### config.mk
export PLATFORM = sky130hd
export DESIGN_NAME = uart_tx
export DESIGN_NICKNAME = d
export VERILOG_FILES = /design/src/rtl/uart_tx.sv
export SDC_FILE = /design/constraint.sdc
export NUM_CORES = 1
export LEC_CHECK = 0
export CORE_ASPECT_RATIO = 1.5
export CORE_MARGIN = 10
export CORE_UTILIZATION = 63
export CTS_CLUSTER_DIAMETER = 30
export DETAILED_ROUTE_END_ITERATION = 16
export DONT_BUFFER_PORTS = 1
export PLACE_DENSITY_LB_ADDON = 0.08
export REMOVE_ABC_BUFFERS = 1
export SLEW_MARGIN = 20
export SYNTH_ARGS = -nofsm -noshare
export SYNTH_HDL_FRONTEND = slang
export SYNTH_SLANG_ARGS = --single-unit
### constraint.sdc
create_clock -name clk -period 4.5 [get_ports clk]
set_clock_uncertainty 0.15 [all_clocks]
set_input_delay 0.9 -clock clk [delete_from_list [all_inputs] [get_ports clk]]
set_output_delay 0.9 -clock clk [all_outputs]
set_load 0.02 [all_outputs]
### src/rtl/uart_tx.sv
// ============================================================================
// Module      : uart_tx
// Description : UART transmitter with a byte FIFO. Producers push bytes
//               through a valid/ready handshake. Each byte is serialized as
//               8N1 (start, 8 data bits LSB first, stop) at CLKS_PER_BIT
//               clocks per bit. Frames go out back-to-back while the FIFO
//               holds data.
//               Optional macro UART_TX_PARITY_EN inserts an even-parity bit
//               between the data bits and the stop bit (8E1 framing).
// Revision    : 1.0 - initial release
// ============================================================================
`default_nettype none

module uart_tx #(
  parameter int CLKS_PER_BIT = 868,
  parameter int FIFO_AW      = 4
) (
  input  logic             clk,
  input  logic             reset,
  input  logic [7:0]       tx_data,
  input  logic             tx_valid,
  output logic             tx_ready,
  output logic             txd,
  output logic             busy,
  output logic [FIFO_AW:0] fifo_count
);

  // --------------------------------------------------------------------------
  // Constants
  // --------------------------------------------------------------------------
  localparam int                 c_DEPTH     = 1 << FIFO_AW;
  localparam int                 c_CNT_W     = $clog2(CLKS_PER_BIT);
  localparam logic [c_CNT_W-1:0] c_BAUD_LAST = c_CNT_W'(CLKS_PER_BIT - 1);
  localparam logic [c_CNT_W-1:0] c_BAUD_ONE  = c_CNT_W'(1);
  localparam logic [FIFO_AW:0]   c_FULL      = (FIFO_AW + 1)'(c_DEPTH);
  localparam logic [FIFO_AW:0]   c_CNT_ONE   = (FIFO_AW + 1)'(1);
  localparam logic [FIFO_AW:0]   c_CNT_ZERO  = '0;
  localparam logic [FIFO_AW-1:0] c_PTR_ONE   = FIFO_AW'(1);

  localparam logic [2:0] c_ST_IDLE   = 3'd0;
  localparam logic [2:0] c_ST_START  = 3'd1;
  localparam logic [2:0] c_ST_DATA   = 3'd2;
  localparam logic [2:0] c_ST_STOP   = 3'd3;
`ifdef UART_TX_PARITY_EN
  localparam logic [2:0] c_ST_PARITY = 3'd4;
`endif

  // --------------------------------------------------------------------------
  // Storage
  // --------------------------------------------------------------------------
  logic [2:0]         state_q, state_d;
  logic [c_CNT_W-1:0] baud_q, baud_d;
  logic [2:0]         bit_q, bit_d;
  logic [7:0]         shift_q, shift_d;
  logic               txd_q, txd_d;
`ifdef UART_TX_PARITY_EN
  logic               parity_q, parity_d;
`endif

  logic [7:0]         mem_q [c_DEPTH];
  logic [FIFO_AW-1:0] wr_ptr_q, wr_ptr_d;
  logic [FIFO_AW-1:0] rd_ptr_q, rd_ptr_d;
  logic [FIFO_AW:0]   count_q, count_d;

  logic               w_push;
  logic               w_pop;
  logic               w_baud_end;
  logic               w_fifo_nonempty;
  logic [7:0]         w_head;

  // --------------------------------------------------------------------------
  // Handshake and status: all derived from registered state only, so there
  // is no combinational path from the FSM pop back to tx_ready.
  // --------------------------------------------------------------------------
  assign tx_ready        = (count_q != c_FULL);
  assign w_push          = tx_valid && tx_ready;
  assign w_fifo_nonempty = (count_q != c_CNT_ZERO);
  assign w_baud_end      = (baud_q == c_BAUD_LAST);
  assign w_head          = mem_q[rd_ptr_q];

  assign txd        = txd_q;
  assign fifo_count = count_q;
  assign busy       = (state_q != c_ST_IDLE) || w_fifo_nonempty;

  // FIFO storage write; contents need no reset since pointers/count gate use
  always_ff @(posedge clk) begin
    if (w_push) begin
      mem_q[wr_ptr_q] <= tx_data;
    end
  end

  // FIFO pointer and occupancy next-state; simultaneous push/pop holds count
  always_comb begin
    wr_ptr_d = wr_ptr_q;
    rd_ptr_d = rd_ptr_q;
    count_d  = count_q;
    if (w_push) begin
      wr_ptr_d = wr_ptr_q + c_PTR_ONE;
    end
    if (w_pop) begin
      rd_ptr_d = rd_ptr_q + c_PTR_ONE;
    end
    case ({w_push, w_pop})
      2'b10:   count_d = count_q + c_CNT_ONE;
      2'b01:   count_d = count_q - c_CNT_ONE;
      default: count_d = count_q;
    endcase
  end

  // FIFO pointer and occupancy registers
  always_ff @(posedge clk) begin
    if (reset) begin
      wr_ptr_q <= '0;
      rd_ptr_q <= '0;
      count_q  <= '0;
    end else begin
      wr_ptr_q <= wr_ptr_d;
      rd_ptr_q <= rd_ptr_d;
      count_q  <= count_d;
    end
  end

  // FSM state register
  always_ff @(posedge clk) begin
    if (reset) begin
      state_q <= c_ST_IDLE;
    end else begin
      state_q <= state_d;
    end
  end

  // FSM next-state: each non-idle state lasts one full baud period
  always_comb begin
    state_d = state_q;
    case (state_q)
      c_ST_IDLE: begin
        if (w_fifo_nonempty) begin
          state_d = c_ST_START;
        end
      end
      c_ST_START: begin
        if (w_baud_end) begin
          state_d = c_ST_DATA;
        end
      end
      c_ST_DATA: begin
        if (w_baud_end && (bit_q == 3'd7)) begin
`ifdef UART_TX_PARITY_EN
          state_d = c_ST_PARITY;
`else
          state_d = c_ST_STOP;
`endif
        end
      end
`ifdef UART_TX_PARITY_EN
      c_ST_PARITY: begin
        if (w_baud_end) begin
          state_d = c_ST_STOP;
        end
      end
`endif
      c_ST_STOP: begin
        // Go straight into the next start bit when more data waits
        if (w_baud_end) begin
          state_d = w_fifo_nonempty ? c_ST_START : c_ST_IDLE;
        end
      end
      default: state_d = c_ST_IDLE;
    endcase
  end

  // FSM outputs: pop strobe, baud/bit counters, shifter and next txd level
  always_comb begin
    w_pop   = 1'b0;
    baud_d  = w_baud_end ? '0 : (baud_q + c_BAUD_ONE);
    bit_d   = bit_q;
    shift_d = shift_q;
    txd_d   = txd_q;
`ifdef UART_TX_PARITY_EN
    parity_d = parity_q;
`endif
    case (state_q)
      c_ST_IDLE: begin
        baud_d = '0;
        txd_d  = 1'b1;
        if (w_fifo_nonempty) begin
          w_pop   = 1'b1;
          shift_d = w_head;
          txd_d   = 1'b0;
`ifdef UART_TX_PARITY_EN
          parity_d = ^w_head;
`endif
        end
      end
      c_ST_START: begin
        txd_d = 1'b0;
        if (w_baud_end) begin
          bit_d = 3'd0;
          txd_d = shift_q[0];
        end
      end
      c_ST_DATA: begin
        // The shifter moves right so the current bit is always shift_q[0]
        if (w_baud_end) begin
          if (bit_q == 3'd7) begin
`ifdef UART_TX_PARITY_EN
            txd_d = parity_q;
`else
            txd_d = 1'b1;
`endif
          end else begin
            bit_d   = bit_q + 3'd1;
            shift_d = {1'b0, shift_q[7:1]};
            txd_d   = shift_q[1];
          end
        end
      end
`ifdef UART_TX_PARITY_EN
      c_ST_PARITY: begin
        if (w_baud_end) begin
          txd_d = 1'b1;
        end
      end
`endif
      c_ST_STOP: begin
        txd_d = 1'b1;
        if (w_baud_end && w_fifo_nonempty) begin
          w_pop   = 1'b1;
          shift_d = w_head;
          txd_d   = 1'b0;
`ifdef UART_TX_PARITY_EN
          parity_d = ^w_head;
`endif
        end
      end
      default: begin
        baud_d = '0;
        txd_d  = 1'b1;
      end
    endcase
  end

  // Datapath registers; txd is registered so the line never glitches
  always_ff @(posedge clk) begin
    if (reset) begin
      baud_q  <= '0;
      bit_q   <= '0;
      shift_q <= '0;
      txd_q   <= 1'b1;
    end else begin
      baud_q  <= baud_d;
      bit_q   <= bit_d;
      shift_q <= shift_d;
      txd_q   <= txd_d;
    end
  end

`ifdef UART_TX_PARITY_EN
  // Parity of the byte in flight, captured when it is popped
  always_ff @(posedge clk) begin
    if (reset) begin
      parity_q <= 1'b0;
    end else begin
      parity_q <= parity_d;
    end
  end
`endif

endmodule

`default_nettype wire

==> results of run 1 <==
-- placed cells by master (no fill, tap or decap), types with 2 or more instances in the layout --
cell / instances
a211oi_1: 7
inv_8: 2
o221ai_1: 2
nor2_1: 52
mux2_2: 4
mux4_2: 33
nor2b_1: 3
a21oi_1: 13
o21ai_0: 4
and2_1: 5
clkinv_4: 2
a41oi_1: 2
mux2i_1: 15
nand2b_1: 2
ha_1: 16
a221oi_1: 2
nor3_1: 13
clkbuf_16: 17
xnor2_1: 9
bufinv_16: 3
edfxtp_1: 128
a31oi_1: 3
o32ai_2: 2
nand4_1: 5
buf_4: 7
nor4_1: 5
dfxtp_1: 39
nand3_1: 7
inv_1: 15
nand2_1: 16
inv_6: 5
a211oi_2: 5
and4_1: 2
o31ai_1: 2
xor2_1: 8
o211ai_1: 2
-- layer usage --
layer | vias to the layer above | wire length (um) | track usage
met4 | 0 | 233 | 0.0618
met3 | 18 | 560 | 0.0441
met2 | 91 | 7250 | 0.316
met1 | 1880 | 5140 | 0.192
met5 | - | 0 | 0
li1 | 1811 | - | -
-- layout make-up --
class,instances,area share
clock inverters,14,0.0234
flip-flops and latches,169,0.591
inverters,15,0.00713
multi-input cells,260,0.294
clock buffers,17,0.0539
repair buffers,7,0.00665
well taps,147,0.0233
-- power by group through the flow --
stage	Clock [mW]	Combinational (mW)	Sequential [mW]
floorplan	0	0.922	1.97
global placement	0	1.12	2.01
detailed placement	0	1.14	2.02
CTS	1.51	1.15	1.98
global route	1.58	1.25	2.00
finish	1.49	1.15	1.98
-- sequential cells by signal (all words and copies together), names as in the netlist, named ones only --
signal,count
wr_ptr_q,4
rd_ptr_q,4
state_q,2
mem_q,128
baud_q,10
txd,1
shift_q,8
bit_q,3
fifo_count,5
-- cell families (layout without fill, tap and decap cells) --
family,after synthesis,after routing
compound gates,54,54
simple gates,121,121
fa+ha+maj,16,16
xor+xnor,17,17
flops,169,169
buf+inv,41,53
mux,52,52
-- through the flow --
stage | std cells | total power, mW | utilization | worst slack, ns | hold slack, ns
floorplan | 444 | 2.89 | - | 1.22 | 0.280
global placement | 598 | 3.13 | 0.656 | 0.859 | 0.288
detailed placement | 598 | 3.16 | 0.656 | 0.745 | 0.305
CTS | 629 | 4.64 | 0.710 | 0.735 | 0.319
global route | 629 | 4.83 | 0.711 | 0.424 | 0.336
finish | 629 | 4.61 | 0.711 | 0.755 | 0.314
-- worst min-delay path by stage --
stage          slack, ns       end      from  depth (start not counted)
2_1_floorplan       0.28  bit_q[1]  bit_q[1]                          2
3_3_place_gp        0.29  bit_q[2]  bit_q[2]                          2
3_5_place_dp        0.31  bit_q[1]  bit_q[1]                          2
4_1_cts             0.32  bit_q[1]  bit_q[1]                          2
5_1_grt             0.34  bit_q[1]  bit_q[1]                          2
6_report            0.31  bit_q[1]  bit_q[1]                          2
-- tightest hold or removal path, stage by stage, from the launching register on --
cell	delay, ns
dfxtp_1	0.32
nand2_1	0.06
a21oi_1	0.05
-- synthesized netlist by cell type (all sizes together), types with 8 or more instances --
library cell and n:
a211oi 12, xor2 8, inv 15, a21oi 13, xnor2 9, edfxtp 128
nor2 52, mux4 33, ha 16, clkbuf 19, nor3 13, dfxtp 41
mux2i 15, nand2 16
==> impl_metrics.csv, run 1 <==
group,metric,value,unit
floorplanning,dieWidth,107,um
global_routing,antenna_found_initial,0,
synthesis,synth_seq_cells,169,
cts,htreeDepth,4,
finish,n_antenna_cell,0,
critical_path,required,4.65,ns
route,wl_per_cell,21.0,um
critical_path,r2r-end,"fifo_count[4]",
route,via_per_inst,6.04,
timing,tns,0,ns
place,dpl.hpwl,8830,um
synthesis,synth_mux_area_frac,0.131,
critical_path,crit_type,"register to register",
floorplanning,die-area,16100,um2
power_and_ir_drop,leakagePower,2.56,nW
finish,area_delta_synth_final,10.1,%
power_and_ir_drop,power_frac_clock,0.322,
critical_path,path_cells,"ha_1, nor2b_1, a41oi_1, nor3_1, ha_1, xor2_1, ha_1, a31oi_1, or2_2, mux2i_1, mux2_2",
critical_path,crit_top_cell,"ha_1",
critical_path,cp_max_fo,8,
cts,clockBufferDepth,2,
timing,period_minus_slack,3.74,ns
synthesis,ys_types,55,
timing,worst_pin_slew,0.936,ns
route,drtIter0Drc,213,
critical_path,worst-r2r-setup-slack,0.76,ns
timing,finalHoldViolCount,0,
power_and_ir_drop,seqPwrFrac,0.429,
global_routing,grt_use_total,0.174,
job,cap_violations,0,
power_and_ir_drop,power_density,584,nW/um2
floorplanning,die_h,151,um
synthesis,synthCells,470,
timing,maxSlewViolCount,0,
synthesis,yosysTopAreaCell,"edfxtp_1",
critical_path,cp.depth,11,
cts,cts_setup_buffers,0,
cts,ctsHoldBuffers,0,
synthesis,yosys.area_share.simple,0.0862,
critical_path,startpoint,"baud_q[0]",
timing,grt_setup_unrepaired,"false",
floorplanning,io_pins,19,
global_routing,grt_max_degree,36,
synthesis,synth-adder-area-share,0.0279,
synthesis,synth_edf_count,128,
global_routing,gr-total-overflow,0,
place,io_buffers,0,
place,place_area,7290,um2
synthesis,avgSynthCellArea,15.3,um2
power_and_ir_drop,combPwrFrac,0.249,
route,vias,3800,
global_routing,grt_pass1_wl,21300,um
timing,max_slew_margin,0.374,
cts,ctsResizeCount,0,
finish,fillers,733,
critical_path,reg2reg_from,"baud_q[0]",
cts,cts_sinks,169,
critical_path,end_kind,"register",
cts,clock-root-buffer,"clkbuf_16",
cts,cts_tree,"built",
floorplanning,initial_core_util,0.646,
route,drtAntennaViolNets,0,
power_and_ir_drop,ir_drop,0.351,mV
place,place_congestion,0.769,
critical_path,startpoint_type,"register",
timing,max_freq,0.267,GHz
timing,finalCritPeriodShare,0.832,
critical_path,worst_path_max_delay_cell,"nor3_1",
global_routing,grt_pass1_vias,3968,
synthesis,synth-xor-area-share,0.0208,
finish,drive_above_1_share,0.189,
power_and_ir_drop,p_sw,1.40,mW
finish,fin_area,7900,um2
cts,numCtsBuffers,17,
finish,multiInputGateArea,2330,um2
critical_path,cp_slowest_stage_delay,0.52,ns
status,outcome,"finished, final reports clean",
hold_path,min_path_type,"register to register",
floorplanning,rows,47,
synthesis,synthArstFlopShare,0,
synthesis,synth_top_area_share,0.536,
critical_path,cp_top_family,"simple AND/OR/NAND/NOR gates",
critical_path,cp_data_arrival_time,3.90,ns
route,drc,0,
synthesis,synthTopCellsByArea,"edfxtp_1, dfxtp_1, mux4_2, ha_1, nor2_1",
critical_path,critPathBufInv,0,
route,finalWirelength,13200,um
critical_path,cp-endpoint,"fifo_count[4]",
power_and_ir_drop,p_sw_frac,0.304,
synthesis,synth_area,7170,um2
finish,layout.area.seq,4670,um2
cts,insertion_delay,0.41,ns
critical_path,ff2ff_path_depth,11,
route,drt_pass1_iterations,5,
synthesis,yosysWarnings,0,
finish,nets,497,
synthesis,synthFlopType,"edfxtp_1",
synthesis,synth_top_family_by_area,"multiplexers",
floorplanning,core_area,11100,um2
power_and_ir_drop,p_int,3.21,mW
timing,setup_viol,0,
cts,cts.reportedPaths.clkPinSlew,0.06,ns
synthesis,synth_compound_area_frac,0.0586,
synthesis,yosysSeqAreaShare,0.650,
No activity file was read; power rests on OpenSTA's default activity.
==> run 2: changes to the inputs <==
- clock period: 4.5 -> 3.8 ns (I/O delays scaled with it)
==> impl_metrics.csv, run 2 (synthesis gave the netlist of run 1 again) <==
group,metric,value,unit
route,finalWirelength,13200,um
route,highest_layer,"met4",
cts,ctsResizeCount,0,
cts,cts.reportedPaths.clkPinSlew,0.07,ns
finish,drive_above_1_share,0.197,
finish,layout_common_cells,"edfxtp_1, nor2_1, dfxtp_1",
route,drc,0,
timing,maxSlewViolCount,0,
route,dr_wl_met2,7380,um
cts,numCtsBuffers,17,
power_and_ir_drop,leakagePower,2.56,nW
timing,max_slew_margin,0.386,
timing,period_minus_slack,3.44,ns
critical_path,crit_top_cell,"ha_1",
critical_path,ff2ff_path_depth,11,
finish,n_antenna_cell,0,
finish,layout_commonest_cell,"edfxtp_1",
power_and_ir_drop,combPwrFrac,0.270,
timing,hold_slack,0.260,ns
global_routing,grt_pass1_vias,3986,
route,drtAntennaViolNets,0,
timing,finalCritPeriodShare,0.904,
global_routing,grt_max_degree,36,
critical_path,worst_path_max_delay_cell,"dfxtp_1",
timing,max_freq,0.291,GHz
floorplanning,core_area,11100,um2
critical_path,crit_type,"register to register",
route,drtIter0Drc,213,
finish,largest_reg_flops,128,
finish,top_regs,"mem_q: 128 flops, baud_q: 10 flops, shift_q: 8 flops",
critical_path,end_kind,"register",
finish,largest_register,"mem_q",
critical_path,cp.depth,11,
floorplanning,die_h,151,um
place,dpl.hpwl,8830,um
route,via_per_inst,6.14,
cts,clockBufferDepth,2,
timing,worst_slack,0.364,ns
timing,tns,0,ns
critical_path,cp_top_family,"compound AO/OA/AOI/OAI gates",
finish,nets,501,
critical_path,startpoint,"baud_q[0]",
timing,grt_setup_unrepaired,"false",
critical_path,reg2reg_from,"baud_q[0]",
global_routing,grt_pass1_wl,21100,um
global_routing,antenna_found_initial,0,
global_routing,grt_use_total,0.172,
floorplanning,dieWidth,107,um
cts,cts_tree,"built",
critical_path,startpoint_type,"register",
floorplanning,initial_core_util,0.646,
cts,cts_sinks,169,
timing,setup_viol,0,
timing,worst_pin_slew,0.918,ns
power_and_ir_drop,p_sw_frac,0.315,
critical_path,path_cells,"ha_1, nor2b_1, a41oi_1, nor3_1, ha_1, xor2_1, ha_1, nor3_1, a221oi_1, o311ai_0, mux2_2",
cts,ctsHoldBuffers,0,
place,place_congestion,0.771,
critical_path,cp_max_fo,7,
floorplanning,io_pins,19,
hold_path,min_from,"reset",
place,preCtsSetupSlack,0.369,ns
route,wl_per_cell,20.8,um
hold_path,hold_depth,1,
status,outcome,"finished, final reports clean",
global_routing,gr-total-overflow,0,
job,cap_violations,0,
cts,htreeDepth,4,
route,drt_pass1_iterations,4,
hold_path,min_path_type,"input port to register",
critical_path,critPathBufInv,0,
finish,area_delta_synth_final,10.0,%
cts,clock-root-buffer,"clkbuf_16",
finish,fin_util,0.710,
power_and_ir_drop,ir_drop,0.485,mV
power_and_ir_drop,seqPwrFrac,0.420,
power_and_ir_drop,power_frac_clock,0.309,
critical_path,cp_data_arrival_time,3.60,ns
cts,insertion_delay,0.41,ns
timing,finalHoldViolCount,0,
floorplanning,rows,47,
floorplanning,die-area,16100,um2
place,io_buffers,0,
power_and_ir_drop,power_density,684,nW/um2
cts,cts_setup_buffers,0,
route,vias,3895,
route,met3WireLength,541,um
power_and_ir_drop,p_int,3.70,mW
critical_path,required,3.96,ns
critical_path,cp_slowest_stage_delay,0.37,ns
power_and_ir_drop,p_sw,1.70,mW
route,wl_met1,5100,um
[run 2: cell type report]
class,count,area [um2]
clock inverters,15,153
fillers,730,3220
clock buffers,17,425
flip-flops and latches,169,4670
multi-input cells,260,2330
inverters,15,56.3
repair buffers,11,82.6
well taps,147,184
[run 2: worst register-to-register path, stage by stage (launching register included)]
cell      delay, ns
dfxtp_1        0.37
ha_1           0.20
nor2b_1        0.31
a41oi_1        0.37
nor3_1         0.37
ha_1           0.25
xor2_1         0.15
ha_1           0.23
nor3_1         0.08
a221oi_1       0.31
o311ai_0       0.23
mux2_2         0.32
[run 2: path summary, 6_finish.rpt]
check / to / slack [ns]
setup / recovery: fifo_count[2] / 0.36
hold / removal: fifo_count[0] / 0.26
setup reg to reg: fifo_count[2] / 0.36
hold reg to reg: bit_q[2] / 0.31
[run 2: power groups by stage]
stage / registers, mW / clock network [mW] / logic, mW
2_1_floorplan: 2.33 / 0 / 1.09
3_3_place_gp: 2.30 / 0 / 1.42
3_5_place_dp: 2.31 / 0 / 1.46
4_1_cts: 2.27 / 1.69 / 1.47
5_1_grt: 2.29 / 1.78 / 1.60
6_report: 2.27 / 1.67 / 1.46
[run 2: routing by layer]
metal	global-route usage	vias up
met1	0.189	1972
met4	0.0639	0
li1	-	1815
met2	0.315	92
met5	0	-
met3	0.0381	16
[run 2: metrics by stage]
stage / area (um2) / total power, mW / std cells
final: 7890 / 5.40 / 634
after global placement: 7310 / 3.72 / 602
after detailed placement: 7310 / 3.77 / 602
after floorplan: 7050 / 3.42 / 444
after CTS: 7890 / 5.43 / 634
after global routing: 7890 / 5.67 / 634
==> run 3: changes to the inputs <==
- PLACE_DENSITY_LB_ADDON: 0.08 -> 0.1
==> impl_metrics.csv, run 3 (synthesis gave the netlist of run 1 again) <==
group,metric,value,unit
route,drt_pass1_iterations,4,
route,vias,3932,
floorplanning,io_pins,19,
critical_path,path_cells,"ha_1, nor2b_1, a41oi_1, nor3_1, ha_1, xor2_1, ha_1, nor3_1, a221oi_1, o311ai_0, mux2_2",
timing,grt_setup_unrepaired,"false",
finish,layout_commonest_cell,"edfxtp_1",
timing,max_freq,0.291,GHz
cts,clock-root-buffer,"clkbuf_16",
floorplanning,core_area,11100,um2
timing,maxSlewViolCount,0,
timing,worst_pin_slew,0.881,ns
power_and_ir_drop,leakagePower,2.54,nW
critical_path,crit_type,"register to register",
finish,multiInputGateArea,2330,um2
cts,clockBufferDepth,2,
finish,area_delta_synth_final,9.19,%
floorplanning,dieWidth,107,um
finish,largest_reg_flops,128,
place,dpl.hpwl,9130,um
finish,layout_common_cells,"edfxtp_1, nor2_1, dfxtp_1",
hold_path,min_path_type,"input port to register",
cts,insertion_delay,0.42,ns
floorplanning,die_h,151,um
place,place_congestion,0.797,
route,via_per_inst,6.21,
global_routing,grt_use_total,0.174,
power_and_ir_drop,power_density,673,nW/um2
timing,hold_slack,0.255,ns
timing,worst_slack,0.359,ns
finish,n_antenna_cell,0,
critical_path,required,3.96,ns
global_routing,grt_pass1_wl,21400,um
route,drc,0,
route,drtAntennaViolNets,0,
timing,max_slew_margin,0.412,
floorplanning,initial_core_util,0.646,
global_routing,gr-total-overflow,0,
cts,ctsHoldBuffers,0,
timing,setup_viol,0,
finish,top_regs,"mem_q: 128 flops, baud_q: 10 flops, shift_q: 8 flops",
finish,fin_util,0.705,
floorplanning,die-area,16100,um2
critical_path,worst_path_max_delay_cell,"dfxtp_1",
cts,ctsResizeCount,0,
cts,numCtsBuffers,17,
route,drtIter0Drc,252,
place,io_buffers,0,
route,finalWirelength,13200,um
cts,cts.reportedPaths.clkPinSlew,0.06,ns
timing,tns,0,ns
timing,period_minus_slack,3.44,ns
critical_path,cp_max_fo,8,
global_routing,grt_max_degree,36,
status,outcome,"finished, final reports clean",
cts,cts_tree,"built",
critical_path,cp_slowest_stage_delay,0.38,ns
critical_path,startpoint_type,"register",
finish,nets,500,
timing,finalHoldViolCount,0,
power_and_ir_drop,power,5.27,mW
global_routing,antenna_found_initial,0,
cts,htreeDepth,4,
timing,finalCritPeriodShare,0.905,
cts,cts_setup_buffers,0,
global_routing,grt_pass1_vias,4043,
floorplanning,rows,47,
critical_path,crit_top_cell,"ha_1",
finish,drive_above_1_share,0.187,
finish,largest_register,"mem_q",
job,cap_violations,0,
place,preCtsSetupSlack,0.386,ns
critical_path,cp_data_arrival_time,3.60,ns
cts,cts_sinks,169,
route,wl_per_cell,20.9,um
critical_path,end_kind,"register",
finish,layout.area.seq,4670,um2
finish,fillers,702,
power_and_ir_drop,ir_drop,0.417,mV
## run 3: cell types whose count changed in the layout (fill, tap and decap cells not counted)
| cell | previous run | this run |
|---|---|---|
| clkinv_1 | 0 | 3 |
| clkbuf_1 | 0 | 1 |
| inv_8 | 3 | 1 |
| clkinv_2 | 1 | 2 |
| clkinv_4 | 1 | 2 |
| clkinvlp_4 | 3 | 1 |
| clkinvlp_2 | 0 | 1 |
| buf_4 | 11 | 10 |
| bufinv_16 | 1 | 0 |
| inv_6 | 6 | 4 |
## run 3: power breakdown
part | internal (mW) | switching [mW]
combinational | 0.650 | 0.794
clock | 0.838 | 0.698
sequential | 2.12 | 0.168
## run 3: final cells by class
cell class / count / area share
inverters: 15 / 0.00719
flip-flops and latches: 169 / 0.596
clock buffers: 18 / 0.0548
clock inverters: 14 / 0.0125
multi-input cells: 260 / 0.297
repair buffers: 10 / 0.00958
well taps: 147 / 0.0235
## run 3: final timing paths
check                               start  slack [ns]  cells after the start             to
worst max-delay path            baud_q[0]        0.36                     11  fifo_count[2]
worst max register to register  baud_q[0]        0.36                     11  fifo_count[2]
worst min register to register   bit_q[1]        0.32                      2       bit_q[1]
worst min-delay path                reset        0.25                      1       register
## run 3: stage by stage
stage | instance area (um2) | cells
after floorplan | 7050 | 444
after global placement | 7310 | 601
after detailed placement | 7310 | 601
after CTS | 7830 | 633
after global routing | 7830 | 633
final | 7830 | 633
## run 3: per-layer routing
metal / vias up / global-route usage / part of all wire
li1: 1822 / - / -
met1: 1988 / 0.192 / 0.38
met2: 102 / 0.313 / 0.56
met3: 20 / 0.0432 / 0.045
met4: 0 / 0.0679 / 0.018
met5: - / 0 / 0
## run 3: critical path: cells and delay by family (launching register included)
kind,cells,cell delay [ns]
AO/OA/AOI/OAI,3,0.78
XOR/XNOR,1,0.18
adder cells (fa/ha/maj),3,0.83
flip-flops,1,0.38
multiplexers,1,0.30
AND/OR/NAND/NOR,3,0.70
